<file path="src/rtl/div_clk_monitor.sv">
// Divided-clock receiver: synchronizes div_in, emits clean edge ticks, measures the
// half-period and tracks lock/loss so downstream seconds logic sees only qualified ticks.
module div_clk_monitor #(
    parameter int EXP_HALF = 6,
    parameter int TOL      = 1,
    parameter int LOCK_CNT = 4,
    parameter int TIMEOUT  = 24,
    parameter int CNT_W    = 8
) (
    input  logic             clk,
    input  logic             rst,
    input  logic             en,
    input  logic             div_in,
    output logic             rise_tick,
    output logic             fall_tick,
    output logic [CNT_W-1:0] half_period,
    output logic             locked,
    output logic             lost,
    output logic [15:0]      tick_count
);
    localparam int IC_W = $clog2(TIMEOUT + 1);
    localparam int GC_W = $clog2(LOCK_CNT + 1);

    localparam logic [CNT_W-1:0] GOOD_LO   = CNT_W'(EXP_HALF - TOL);
    localparam logic [CNT_W-1:0] GOOD_HI   = CNT_W'(EXP_HALF + TOL);
    localparam logic [IC_W-1:0]  TIMEOUT_V = IC_W'(TIMEOUT);
    localparam logic [GC_W-1:0]  LOCK_V    = GC_W'(LOCK_CNT);

    localparam logic [1:0] S_IDLE    = 2'd0;
    localparam logic [1:0] S_ACQUIRE = 2'd1;
    localparam logic [1:0] S_LOCKED  = 2'd2;
    localparam logic [1:0] S_LOST    = 2'd3;

    logic             r_s1, r_s2, r_s3;
    logic             r_rise_tick, r_fall_tick;
    logic [CNT_W-1:0] r_ec, r_half_period;
    logic [IC_W-1:0]  r_ic;
    logic [GC_W-1:0]  r_gc;
    logic             r_prev;
    logic [1:0]       r_state;
    logic             r_locked, r_lost;
    logic [15:0]      r_tick_count;

    logic             w_rise, w_fall, w_edge, w_good, w_timeout;
    logic [GC_W-1:0]  w_gc_inc;
    logic [1:0]       w_state_next;
    logic [GC_W-1:0]  w_gc_next;
    logic             w_prev_next;

    assign w_rise    = r_s2 & ~r_s3;
    assign w_fall    = ~r_s2 & r_s3;
    assign w_edge    = w_rise | w_fall;
    assign w_good    = (r_ec >= GOOD_LO) && (r_ec <= GOOD_HI);
    // An edge restarts the idle count, so it always beats a coincident timeout.
    assign w_timeout = !w_edge && (r_ic >= TIMEOUT_V);
    assign w_gc_inc  = r_gc + 1'b1;

    always_comb begin
        w_state_next = r_state;
        w_gc_next    = r_gc;
        w_prev_next  = r_prev;
        case (r_state)
            S_IDLE: begin
                w_state_next = S_ACQUIRE;
                w_gc_next    = '0;
                w_prev_next  = 1'b0;
            end
            S_ACQUIRE: begin
                if (w_edge) begin
                    w_prev_next = 1'b1;
                    if (r_prev) begin
                        if (w_good) begin
                            w_gc_next = w_gc_inc;
                            if (w_gc_inc == LOCK_V)
                                w_state_next = S_LOCKED;
                        end else begin
                            w_gc_next = '0;
                        end
                    end
                end else if (w_timeout) begin
                    w_gc_next   = '0;
                    w_prev_next = 1'b0;
                end
            end
            S_LOCKED: begin
                if ((w_edge && !w_good) || w_timeout)
                    w_state_next = S_LOST;
            end
            default: begin
                if (w_edge) begin
                    w_state_next = S_ACQUIRE;
                    w_gc_next    = '0;
                    w_prev_next  = 1'b1;
                end
            end
        endcase
        if (!en) begin
            w_state_next = S_IDLE;
            w_gc_next    = '0;
            w_prev_next  = 1'b0;
        end
    end

    always_ff @(posedge clk or negedge rst) begin
        if (!rst) begin
            r_s1          <= 1'b0;
            r_s2          <= 1'b0;
            r_s3          <= 1'b0;
            r_rise_tick   <= 1'b0;
            r_fall_tick   <= 1'b0;
            r_ec          <= '0;
            r_half_period <= '0;
            r_ic          <= '0;
            r_gc          <= '0;
            r_prev        <= 1'b0;
            r_state       <= S_IDLE;
            r_locked      <= 1'b0;
            r_lost        <= 1'b0;
            r_tick_count  <= '0;
        end else begin
            r_s1        <= div_in;
            r_s2        <= r_s1;
            r_s3        <= r_s2;
            r_rise_tick <= en & w_rise;
            r_fall_tick <= en & w_fall;
            r_gc        <= w_gc_next;
            r_prev      <= w_prev_next;
            r_state     <= w_state_next;
            r_locked    <= (w_state_next == S_LOCKED);
            r_lost      <= (w_state_next == S_LOST);
            if (!en) begin
                r_ec <= '0;
                r_ic <= '0;
            end else if (w_edge) begin
                r_half_period <= r_ec;
                r_ec          <= CNT_W'(1);
                r_ic          <= IC_W'(1);
            end else begin
                r_ec <= (r_ec == {CNT_W{1'b1}}) ? r_ec : r_ec + 1'b1;
                r_ic <= (r_ic == TIMEOUT_V) ? r_ic : r_ic + 1'b1;
            end
            // Only rises seen while already locked are counted; the locking rise is not.
            if (en && w_rise && (r_state == S_LOCKED))
                r_tick_count <= r_tick_count + 16'd1;
        end
    end

    assign rise_tick   = r_rise_tick;
    assign fall_tick   = r_fall_tick;
    assign half_period = r_half_period;
    assign locked      = r_locked;
    assign lost        = r_lost;
    assign tick_count  = r_tick_count;
endmodule
</file>
<file path="config.mk">
export PLATFORM = sky130hd
export DESIGN_NAME = div_clk_monitor
export DESIGN_NICKNAME = d
export VERILOG_FILES = /design/src/rtl/div_clk_monitor.sv
export SDC_FILE = /design/constraint.sdc
export NUM_CORES = 1
export LEC_CHECK = 0
export CORE_AREA = 2 2 81 83
export CTS_CLUSTER_SIZE = 24
export DETAILED_ROUTE_END_ITERATION = 8
export DIE_AREA = 0 0 83 85
export SKIP_CTS_REPAIR_TIMING = 1
export SYNTH_ARGS = -nofsm -noshare
export SYNTH_HDL_FRONTEND = slang
export SYNTH_SLANG_ARGS = --single-unit
</file>
<file path="constraint.sdc">
create_clock -name clk -period 2.4 [get_ports clk]
set_input_delay 0.6 -clock clk [delete_from_list [all_inputs] [get_ports clk]]
set_output_delay 0.6 -clock clk [all_outputs]
set_load 0.02 [all_outputs]
</file>
==> flow_summary.json, run 1 <==
{
  "required_ns": 1.80,
  "netlist.top_cell.by_area": "dfrtp_1",
  "final.min_clock_period_ns": 1.97,
  "synth_cells": 212,
  "r2r-start": "r_s2",
  "crit_family": "buffers and inverters",
  "status": "finished clean",
  "top_layer": "met4",
  "grt_use_total": 0.121,
  "die-area_sq_um": 7060,
  "worst_pin_slew_ns": 0.506,
  "drcViolationCount": 0,
  "ys_seq_area_frac": 0.531,
  "irDropWorstVdd_uv": 233,
  "async_flop_share": 1.00,
  "clock_path_buffers": 2,
  "clk_pin_slew_ns": 0.09,
  "cts.sinks": 50,
  "finish.utilization": 0.459,
  "clk_latency_ns": 0.29,
  "synth_area_per_cell_sq_um": 11.1,
  "path_max_fanout": 6,
  "grt_pass1_wl_mm": 6.90,
  "cp_cell_sequence": "clkdlybuf4s50_1",
  "gp_congestion": 0.786,
  "antenna_found_initial": 0,
  "ys_ff_latch": 50,
  "slowest_stage": "clkdlybuf4s50_1",
  "htree_levels": 2,
  "grt_start_max_net_pins": 31,
  "yosysUniqueCellTypes": 41,
  "max_stage_delay_ns": 0.64,
  "slew_violations": 0,
  "hold_ws_ns": 0.265,
  "cts_root_buffer": "clkbuf_8",
  "drt-wirelength-per-cell_microns": 12.8,
  "crit_start": "tick_count[5]",
  "placementRows": 29,
  "synth_top_area_frac": 0.531,
  "leakagePower_nw": 1.24,
  "yosysWarnings": 0,
  "path_buf_inv": 1,
  "synth_area_leaders": "dfrtp_1 53%, xnor2_1 6.0%, ha_1 5.3%",
  "fill_cells": 578,
  "slew_headroom": 0.663,
  "setup.worst_path.end_class": "output port",
  "post-route-period-util": 0.821,
  "timing.final.ws_setup_ns": 0.429,
  "avgViaCountPerCell": 4.93,
  "skew_ns": 0.00816,
  "first_iter_violations": 87,
  "worstHoldPathType": "primary input to asynchronous set/reset pin",
  "drtAntennaViolNets": 0,
  "setup_viol": 0,
  "cts_tree": "done",
  "portBuffers": 31,
  "layout.nets": 261,
  "p_total_mw": 1.48,
  "fmax_mhz": 507,
  "worstPathArrival_ns": 1.37,
  "seq_area_sq_um": 1250,
  "worstSetupPathType": "register to output port",
  "core_sq_um": 6200,
  "n_antenna_cell": 0,
  "dr_wl_met3_microns": 110,
  "gr-total-overflow": 0,
  "die_w_microns": 83,
  "final_common_cell": "dfrtp_1",
  "hold_viol": 0,
  "hpwl_mm": 3.06,
  "multi_input_area_sq_um": 1050,
  "power_per_cell_area_nw_per_um2": 521,
  "layout-drive-gt1-share": 0.0927,
  "met2_length_mm": 1.95,
  "start_kind": "register",
  "io_pins": 32,
  "mostFrequentLayoutCells": "50 x dfrtp_1, 30 x clkdlybuf4s50_1, 25 x nand2_1, 16 x xnor2_1, 13 x nor2_1",
  "dr.pass1.iters": 4,
  "vias": 1602,
  "maxCapViolCount": 0,
  "initial_core_util": 0.380,
  "die_h_microns": 85,
  "synth_edf_count": 0,
  "syn_nets": 226,
  "place_ws_ns": 0.212,
  "rsz0062_at_grt": "no",
  "cts_buffers": 5,
  "syn_area_sq_um": 2350,
  "wl_met1_mm": 2.05,
  "grt_pass1_vias": 1501,
  "syn_to_final_growth_pct": 20.9,
  "synth-main-ff-cell": "dfrtp_1",
  "setup_tns_ns": 0,
  "wl_mm": 4.16
}
area by class of cell:
class | count | share of cell area
Sequential cell | 50 | 0.439
Multi-Input combinational cell | 149 | 0.367
Inverter | 8 | 0.0105
Tap cell | 77 | 0.0338
Clock inverter | 1 | 0.00176
Timing Repair Buffer | 33 | 0.117
Clock buffer | 7 | 0.0303
sequential cells by signal (all words and copies together), names as in the netlist, 2 cells and up:
register	cells
r_gc	3
tick_count	16
r_ic	5
half_period	8
r_state	2
r_ec	8
cells by family after synthesis:
group | count (synthesis) | synth area share
xor+xnor | 21 | 0.0781
mux | 8 | 0.0377
flops | 50 | 0.531
compound gates | 26 | 0.0733
fa+ha+maj | 10 | 0.0531
simple gates | 84 | 0.202
buf+inv | 13 | 0.0244
power breakdown:
group	leakage (nW)	switching, mW	total [mW]	internal [mW]
combinational	0.511	0.0667	0.113	0.0460
clock	0.0482	0.264	0.497	0.233
sequential	0.681	0.0142	0.873	0.859
final timing paths:
path / end / slack, ns / cells after the start
max: tick_count[5] / 0.43 / 1
min: r_gc[1] / 0.27 / 1
max reg2reg: r_gc[2] / 0.63 / 6
min reg2reg: r_s2 / 0.36 / 0
max in group asynchronous: r_s3 / 1.61 / 2
min in group clk: r_s2 / 0.36 / 0
synthesized netlist by cell type (2+ instances only):
library cell	number
dfrtp_1	50
nand2_1	25
xnor2_1	16
nor2_1	13
nand3_1	11
ha_1	10
inv_1	8
mux2_2	7
o21ai_0	6
a21boi_0	5
nand4_1	5
xor2_1	5
and2_1	4
and4_1	4
nand2b_1	4
a21oi_1	3
and3_1	3
clkbuf_1	3
nor3_1	3
a211oi_1	2
a31oi_1	2
nor3_2	2
o22ai_1	2
o311ai_0	2
metrics by stage:
step                      std cells  instance area [sq um]
after floorplan                 212                   2350
after global placement          317                   2760
after detailed placement        317                   2760
after CTS                       325                   2850
after global routing            325                   2850
final                           325                   2850
routing by layer:
metal,vias to the layer above,GRT usage
met2,25,0.199
met5,-,0
met3,5,0.0253
li1,811,-
met1,761,0.155
met4,0,0.0566
(Power assumes the default switching activity.)
==> inputs of run 2 (changes only) <==
==> constraint.sdc (replaced) <==
create_clock -name clk -period 1.64 [get_ports clk]
set_input_delay 0.41 -clock clk [delete_from_list [all_inputs] [get_ports clk]]
set_output_delay 0.41 -clock clk [all_outputs]
set_load 0.02 [all_outputs]
==> run 2 against run 1 <==
Net effect:
- via count is 6.6% higher
- die area unchanged
- sequential share of layout area decreased by 4.2 points
- critical path type is now register to register
- largest cell class unchanged
- largest power group unchanged
==> flow_summary.json, run 2 (synthesis results as in run 1) <==
{
  "status": "finished clean",
  "worstPathArrival_ns": 1.76,
  "grt_pass1_wl_mm": 7.52,
  "post-route-period-util": 0.954,
  "gr-total-overflow": 0,
  "drtAntennaViolNets": 0,
  "mostFrequentLayoutCells": "50 x dfrtp_1, 28 x dlymetal6s2s_1, 25 x nand2_1, 21 x buf_4, 15 x xnor2_1",
  "grt_use_total": 0.129,
  "largest_reg_flops": 16,
  "drt-wirelength-per-cell_microns": 12.9,
  "slew_violations": 0,
  "start_kind": "register",
  "io_pins": 32,
  "placementRows": 29,
  "cts.sinks": 50,
  "clk_pin_slew_ns": 0.09,
  "n_antenna_cell": 0,
  "die_h_microns": 85,
  "gp_congestion": 0.803,
  "required_ns": 1.83,
  "final_common_cell": "dfrtp_1",
  "portBuffers": 31,
  "hpwl_mm": 3.15,
  "worst_pin_slew_ns": 0.327,
  "die_w_microns": 83,
  "first_iter_violations": 46,
  "fill_cells": 526,
  "core_sq_um": 6200,
  "vias": 1707,
  "fmax_mhz": 639,
  "htree_levels": 2,
  "cts_buffers": 5,
  "wl_mm": 4.47,
  "avgViaCountPerCell": 4.93,
  "p_total_mw": 2.19,
  "setup_viol": 0,
  "grt_start_max_net_pins": 51,
  "reg2reg_depth": 4,
  "dr.pass1.iters": 4,
  "syn_to_final_growth_pct": 33.7,
  "die-area_sq_um": 7060,
  "layout-drive-gt1-share": 0.212,
  "final.min_clock_period_ns": 1.56,
  "clk_latency_ns": 0.30,
  "initial_core_util": 0.380,
  "skew_ns": 0.00719,
  "irDropWorstVdd_uv": 384,
  "worstSetupPathType": "register to register",
  "setup.worst_path.end_class": "register",
  "layout.nets": 282,
  "slew_headroom": 0.782,
  "maxCapViolCount": 0,
  "cts_root_buffer": "clkbuf_8",
  "rsz0062_at_grt": "yes",
  "drcViolationCount": 0,
  "path_max_fanout": 3,
  "cts_tree": "done",
  "power_per_cell_area_nw_per_um2": 697,
  "grt_pass1_vias": 1693,
  "worstHoldPathType": "primary input to asynchronous set/reset pin",
  "antenna_found_initial": 0,
  "hold_viol": 0,
  "setup_tns_ns": 0,
  "clock_path_buffers": 2,
  "leakagePower_nw": 1.88
}
run 2: per-layer routing:
layer  vias to the layer above  global-route usage  share of wire
li1                        849                   -              -
met1                       832               0.160           0.46
met5                         -                   0              0
met4                         0              0.0492         0.0096
met2                        21               0.224           0.50
met3                         5              0.0253          0.029
run 2: report_power, final:
part / internal (mW) / switching [mW]
combinational: 0.0974 / 0.110
sequential: 1.26 / 0.0208
clock: 0.300 / 0.408
total: 1.65 / 0.539
run 2: final cells by class:
type / count / area, sq um / share of cell area
clock buffer: 5 / 68.8 / 0.0219
inverter: 8 / 30.0 / 0.00954
tap: 77 / 96.3 / 0.0306
clock inverter: 3 / 21.3 / 0.00676
timing repair buffer: 54 / 573 / 0.182
sequential: 50 / 1250 / 0.397
multi-input combinational: 149 / 1110 / 0.352
run 2: final timing paths:
check	endpoint	from	slack (ns)
setup / recovery	lost	r_ec[5]	0.08
hold / removal	rise_tick	rst	0.09
setup reg to reg	lost	r_ec[5]	0.08
hold reg to reg	r_s2	r_s1	0.36
max in group asynchronous	half_period[4]	rst	1.32
min in group clk	r_s2	r_s1	0.36
run 2: through the flow:
stage          setup slack, ns  utilization  cell area [sq um]  std cells  hold WS [ns]
6_report                0.0758        0.507               3150        346        0.0905
3_5_place_dp            -0.307        0.467               2900        334         0.337
5_1_grt                -0.0212        0.507               3150        346         0.105
2_1_floorplan           0.0860            -               2350        212         0.114
3_3_place_gp            -0.262        0.467               2900        334         0.339
4_1_cts                 -0.156        0.481               2990        342        0.0959
run 2: worst max-delay path: stages, from the launching register on:
cell	delay [ns]
dfrtp_1	0.41
nor4b_4	0.30
a31oi_1	0.13
or3b_1	0.42
and4_1	0.21
==> RTL edit 1 (flow settings as in run 2) <==
Change the parameter `EXP_HALF` from 6 to 3.
--- a/src/rtl/div_clk_monitor.sv
+++ b/src/rtl/div_clk_monitor.sv
@@ -3,3 +3,3 @@
 module div_clk_monitor #(
-    parameter int EXP_HALF = 6,
+    parameter int EXP_HALF = 3,
     parameter int TOL      = 1,
Check against the original RTL: no difference found for any inputs over 10 cycles, from zero or initial values and one cycle with rst low; that may be too few to reach the edited logic, so the function may still have changed.
==> RTL edit 1 against run 2 <==
- the flow now finishes with violations (negative setup slack)
- setup slack got worse by 0.25 ns
- sequential cell count is the same
- final area up 3.2%
- area after synthesis increased by 1.2%
- power rose by 7.2%
- routed wire length increased by 2.5%
- critical path type unchanged
==> RTL edit 1: results (changes against run 2) <==
GRT
  • Met1 Use GR: 18.9% (+3.0 points)
  • All-Layer GR Usage: 13.6% (+0.76 points)
  • First-pass GRT wire length: 7880 um (+4.8%)
  • Largest net degree at the start of global routing: 20 (-61%)
  • Grt met2 use: 21.5% (-0.88 points)
  • Vias in the first global route: 1,704 (+0.65%)

Outcome
  • Failing checks: negative setup slack
  • Status: finished, violations left

Setup path
  • RR Startpoint: r_s2
  • CP max FO: 4 (+1)
  • Worst reg-to-reg path cell count: 6 (+2)
  • Slowest cell on the critical path: or4_4
  • Worst reg2reg endpoint: r_gc[2]

Cells and area
  • Share of cells above drive strength 1: 23.9% (+2.7 points)
  • Post-Layout Cell Count: 353 (+2.0%)
  • Syn-to-layout area delta: 36.4%
  • Final net count: 288 (+2.1%)
  • Final-layout clock buffer total: 7 (+2)
  • Multi-input gates: 149 (unchanged)
  • Fillers: 549 (+4.4%)
  • Multi-input combinational area share: 34.5% (-0.67 points)
  • Register Area: 1250 sq um (+0.20%)
  • Inverter count: 7 (-1)
  • Non-clock buffers, area share: 19.9% (+1.7 points)
  • Clock buf/inv share: 3.27% (+0.41 points)
  • Nonclk buf count: 62 (+15%)

Power and ir drop
  • Switch Pwr: 0.521 mW (-3.3%)
  • Comb group: 0.240 mW (+16%)
  • Sequential power share: 54.2% (-4.1 points)
  • LEAKAGE: 1.96 nW (+4.3%)
  • VDD IR max: 378 uV (-1.5%)

Yosys
  • Register area share after synthesis: 52.5% (-0.61 points)
  • Area contributors post-synth: dfrtp_1 53%, xnor2_1 5.5%, ha_1 4.7%
  • Synth Net Count: 228 (+0.88%)
  • Post-synth top area share: 52.5% (-0.61 points)
  • Synth top cells by count: 50 x dfrtp_1, 19 x nand3_1, 18 x nand2_1, 15 x xnor2_1, 11 x nor2_1
  • Cell variety after synth: 44 (+7.3%)

Clock network
  • H-tree depth: 2 (unchanged)

Placed design
  • DP Area: 3000 sq um (+3.4%)
  • Routability cong.: 0.789 (-1.8%)
  • HPWL after detailed placement: 3340 um (+5.9%)
  • # placed instances: 344 (+3.0%)
  • Setup WS pre-CTS: -0.432 ns (-0.125 ns)

Drt
  • Met1 Routed Length: 2210 um (+8.0%)
  • DR vias/cell: 5.01 (+1.5%)
  • Met2 WL: 2170 um (-3.4%)
  • Top Layer Used: met4
  • Final WL: 4590 um (+2.5%)
  • 1st-iter DRT viols: 60 (+30%)

Timing
  • Finish-stage setup viols: 11 (+11)
  • Worst Hold Slack: 0.0550 ns (-0.0356 ns)
  • Setup TNS: -0.836 ns (-0.836 ns)
  • Fin worst setup slack: -0.175 ns (-0.251 ns)
  • Post-Route Skew: 0.00673 ns (-0.000464 ns)
  • Max-slew headroom: 69.9% (-8.3 points)

Die
  • Number of tapcells: 77 (unchanged)

Flow run
  • Max cap viols: 0 (unchanged)
[RTL edit 1: worst max-delay path by stage]
stage	startpoint	end	slack [ns]	depth (start not counted)
floorplan	r_s2	r_gc[2]	-0.23	7
global placement	en	r_gc[2]	-0.41	5
detailed placement	en	r_gc[2]	-0.43	5
CTS	r_s2	r_gc[2]	-0.26	6
global route	r_s2	r_gc[2]	-0.23	6
finish	r_s2	r_gc[2]	-0.17	6
[RTL edit 1: kinds of logic after synthesis]
family	count (synthesis)	synth area share, %
fa+ha+maj	9	4.73
flops	50	52.5
buf+inv	16	3.26
simple gates	82	19.0
mux	9	4.20
xor+xnor	22	8.09
compound gates	27	8.19
[RTL edit 1: critical path: cells and delay by family (launching register included)]
| family | cells | cell delay, ns |
|---|---|---|
| and+or+nand+nor | 3 | 0.96 |
| adders and majority gates | 1 | 0.21 |
| buffers and inverters | 1 | 0.08 |
| AOI/OAI and AO/OA | 1 | 0.08 |
| DFF | 1 | 0.42 |
==> RTL edit 2 (config.mk and constraints of run 2) <==
Without the edit above. Put one more register stage on the output `half_period`. The value now appears one clock later. The other outputs are not delayed to match.
--- a/src/rtl/div_clk_monitor.sv
+++ b/src/rtl/div_clk_monitor.sv
@@ -149,3 +149,5 @@
     assign fall_tick   = r_fall_tick;
-    assign half_period = r_half_period;
+    always_ff @(posedge clk) begin
+        half_period <= r_half_period;
+    end
     assign locked      = r_locked;
Formal check against the unedited RTL: not equivalent (a bounded check fails within 4 cycles, from zero or initial values and one cycle with rst low).
==> RTL edit 2 against run 2 <==
- the run now ends with negative setup slack left
- setup slack worse by 0.27 ns
- clock skew is 0.0012 ns higher
- sequential cell count increased by 8
- sequential power increased by 16%
- routed wire length rose by 11%
- power up 38%
- die area is the same
- area after synthesis up 7.2%
- clock power up 86%
- combinational power grew 9%
- first-iteration DRC count up 100%
- synthesized cell count increased by 7.1%
- final area increased by 13%
- critical endpoint is now r_gc[2]
- largest cell class unchanged
==> RTL edit 2: results (changes against run 2) <==
Yosys
  • Area contributors post-synth: dfrtp_1 50%, dfxtp_1 6.3%, xnor2_1 5.2%
  • Post-synthesis mux area share: 3.07% (-0.70 points)
  • Cell variety after synth: 43 (+4.9%)
  • Ys async rst share: 86.2% (-14 points)
  • Register area share after synthesis: 55.9% (+2.8 points)
  • Synth Net Count: 241 (+6.6%)
  • Post-synthesis instance total: 227 (+7.1%)
  • Compound-gate portion of the synthesized area: 5.85% (-1.5 points)

Placed design
  • # placed instances: 355 (+6.3%)
  • Routability cong.: 0.786 (-2.1%)
  • DP Area: 3120 sq um (+7.6%)

Drt
  • 1st-iter DRT viols: 92 (+100%)
  • DR vias/cell: 4.88 (-1.1%)
  • Final WL: 4970 um (+11%)
  • Vias: 1,850 (+8.4%)

Timing
  • Finish-stage setup viols: 7 (+7)
  • Fin worst setup slack: -0.191 ns (-0.266 ns)
  • Post-Route Skew: 0.00841 ns (+0.00122 ns)
  • Worst-Margin Slew: 0.399 ns (+0.0725 ns)

Outcome
  • Status: finished, violations left
  • Failing checks: negative setup slack

GRT
  • Largest net degree at the start of global routing: 38 (-25%)
  • Vias in the first global route: 1,817 (+7.3%)
  • First-pass GRT wire length: 8440 um (+12%)
  • All-Layer GR Usage: 15.1% (+2.3 points)

Clock network
  • Clock transition at path regs: 0.06 ns (-0.03 ns)
  • Worst-skew pair later-pin latency: 0.33 ns (+0.03 ns)
  • H-tree depth: 3 (+1)
  • Total CTS buffers: 9 (+4)

Setup path
  • Critical path arrival: 2.09 ns (+0.33 ns)
  • Worst reg-to-reg path cell count: 5 (+1)
  • Slowest cell on the critical path: dfrtp_1
  • CP max FO: 4 (+1)

Power and ir drop
  • Total power: 3.03 mW (+38%)
  • Comb group: 0.225 mW (+9%)
  • Cell internal pwr: 2.35 mW (+42%)
  • Clk pwr: 1.32 mW (+86%)
  • LEAKAGE: 2.07 nW (+10%)
  • VDD IR max: 484 uV (+26%)

Hold path
  • Hold Path Class: reg -> reg

Cells and area
  • Fillers: 525 (-0.19%)
  • Share of cells above drive strength 1: 25.2% (+4.0 points)
==> RTL edit 2: changes by cell type after synthesis, moves of 3 or more <==
cell / before / now
nor2_1: 13 / 16
a21oi_1: 3 / 6
nor4_1: 0 / 3
nor3_1: 3 / 7
a21boi_0: 5 / 1
nand2_1: 25 / 19
inv_1: 8 / 12
dfxtp_1: 0 / 8
nand3_1: 11 / 16
==> RTL edit 2: cell families after synthesis <==
family          count (synthesis)
compound gates                 23
flops                          58
simple gates                   92
fa+ha+maj                      10
buf+inv                        16
mux                             7
xor+xnor                       21
==> RTL edit 2: per-stage QoR <==
step / setup TNS (ns) / util (%)
after floorplan: -0.825 / -
after global placement: -4.70 / 50.2
after detailed placement: -4.83 / 50.2
after CTS: -3.95 / 53.4
after global routing: -1.35 / 57.4
final: -0.865 / 57.4
==> RTL edit 2: worst paths after layout <==
| path | start | slack, ns | endpoint |
|---|---|---|---|
| max | r_s3 | -0.19 | r_gc[2] |
| min | r_s1 | 0.35 | r_s2 |
| max reg2reg | r_s3 | -0.19 | r_gc[2] |
| min reg2reg | r_s1 | 0.35 | r_s2 |
| max in group asynchronous | rst | 0.61 | tick_count[2] |
| min in group asynchronous | rst | 0.51 | r_ic[1] |
==> RTL edit 2: per-layer routing <==
| layer | track usage, % | wire length, um | vias to the layer above |
|---|---|---|---|
| li1 | - | - | 930 |
| met1 | 19.9 | 2380 | 874 |
| met2 | 22.5 | 2270 | 35 |
| met3 | 5.54 | 228 | 11 |
| met4 | 6.71 | 82 | 0 |
| met5 | 0 | 0 | - |
==> RTL edit 2: area by class of cell <==
class	instances	area [sq um]	area share (%)
flip-flops and latches	58	1410	39.6
multi-input cells	153	1170	32.7
repair buffers	63	647	18.2
clock buffers	14	163	4.56
well taps	77	96.3	2.70
inverters	12	45.0	1.26
clock inverters	2	35.0	0.983
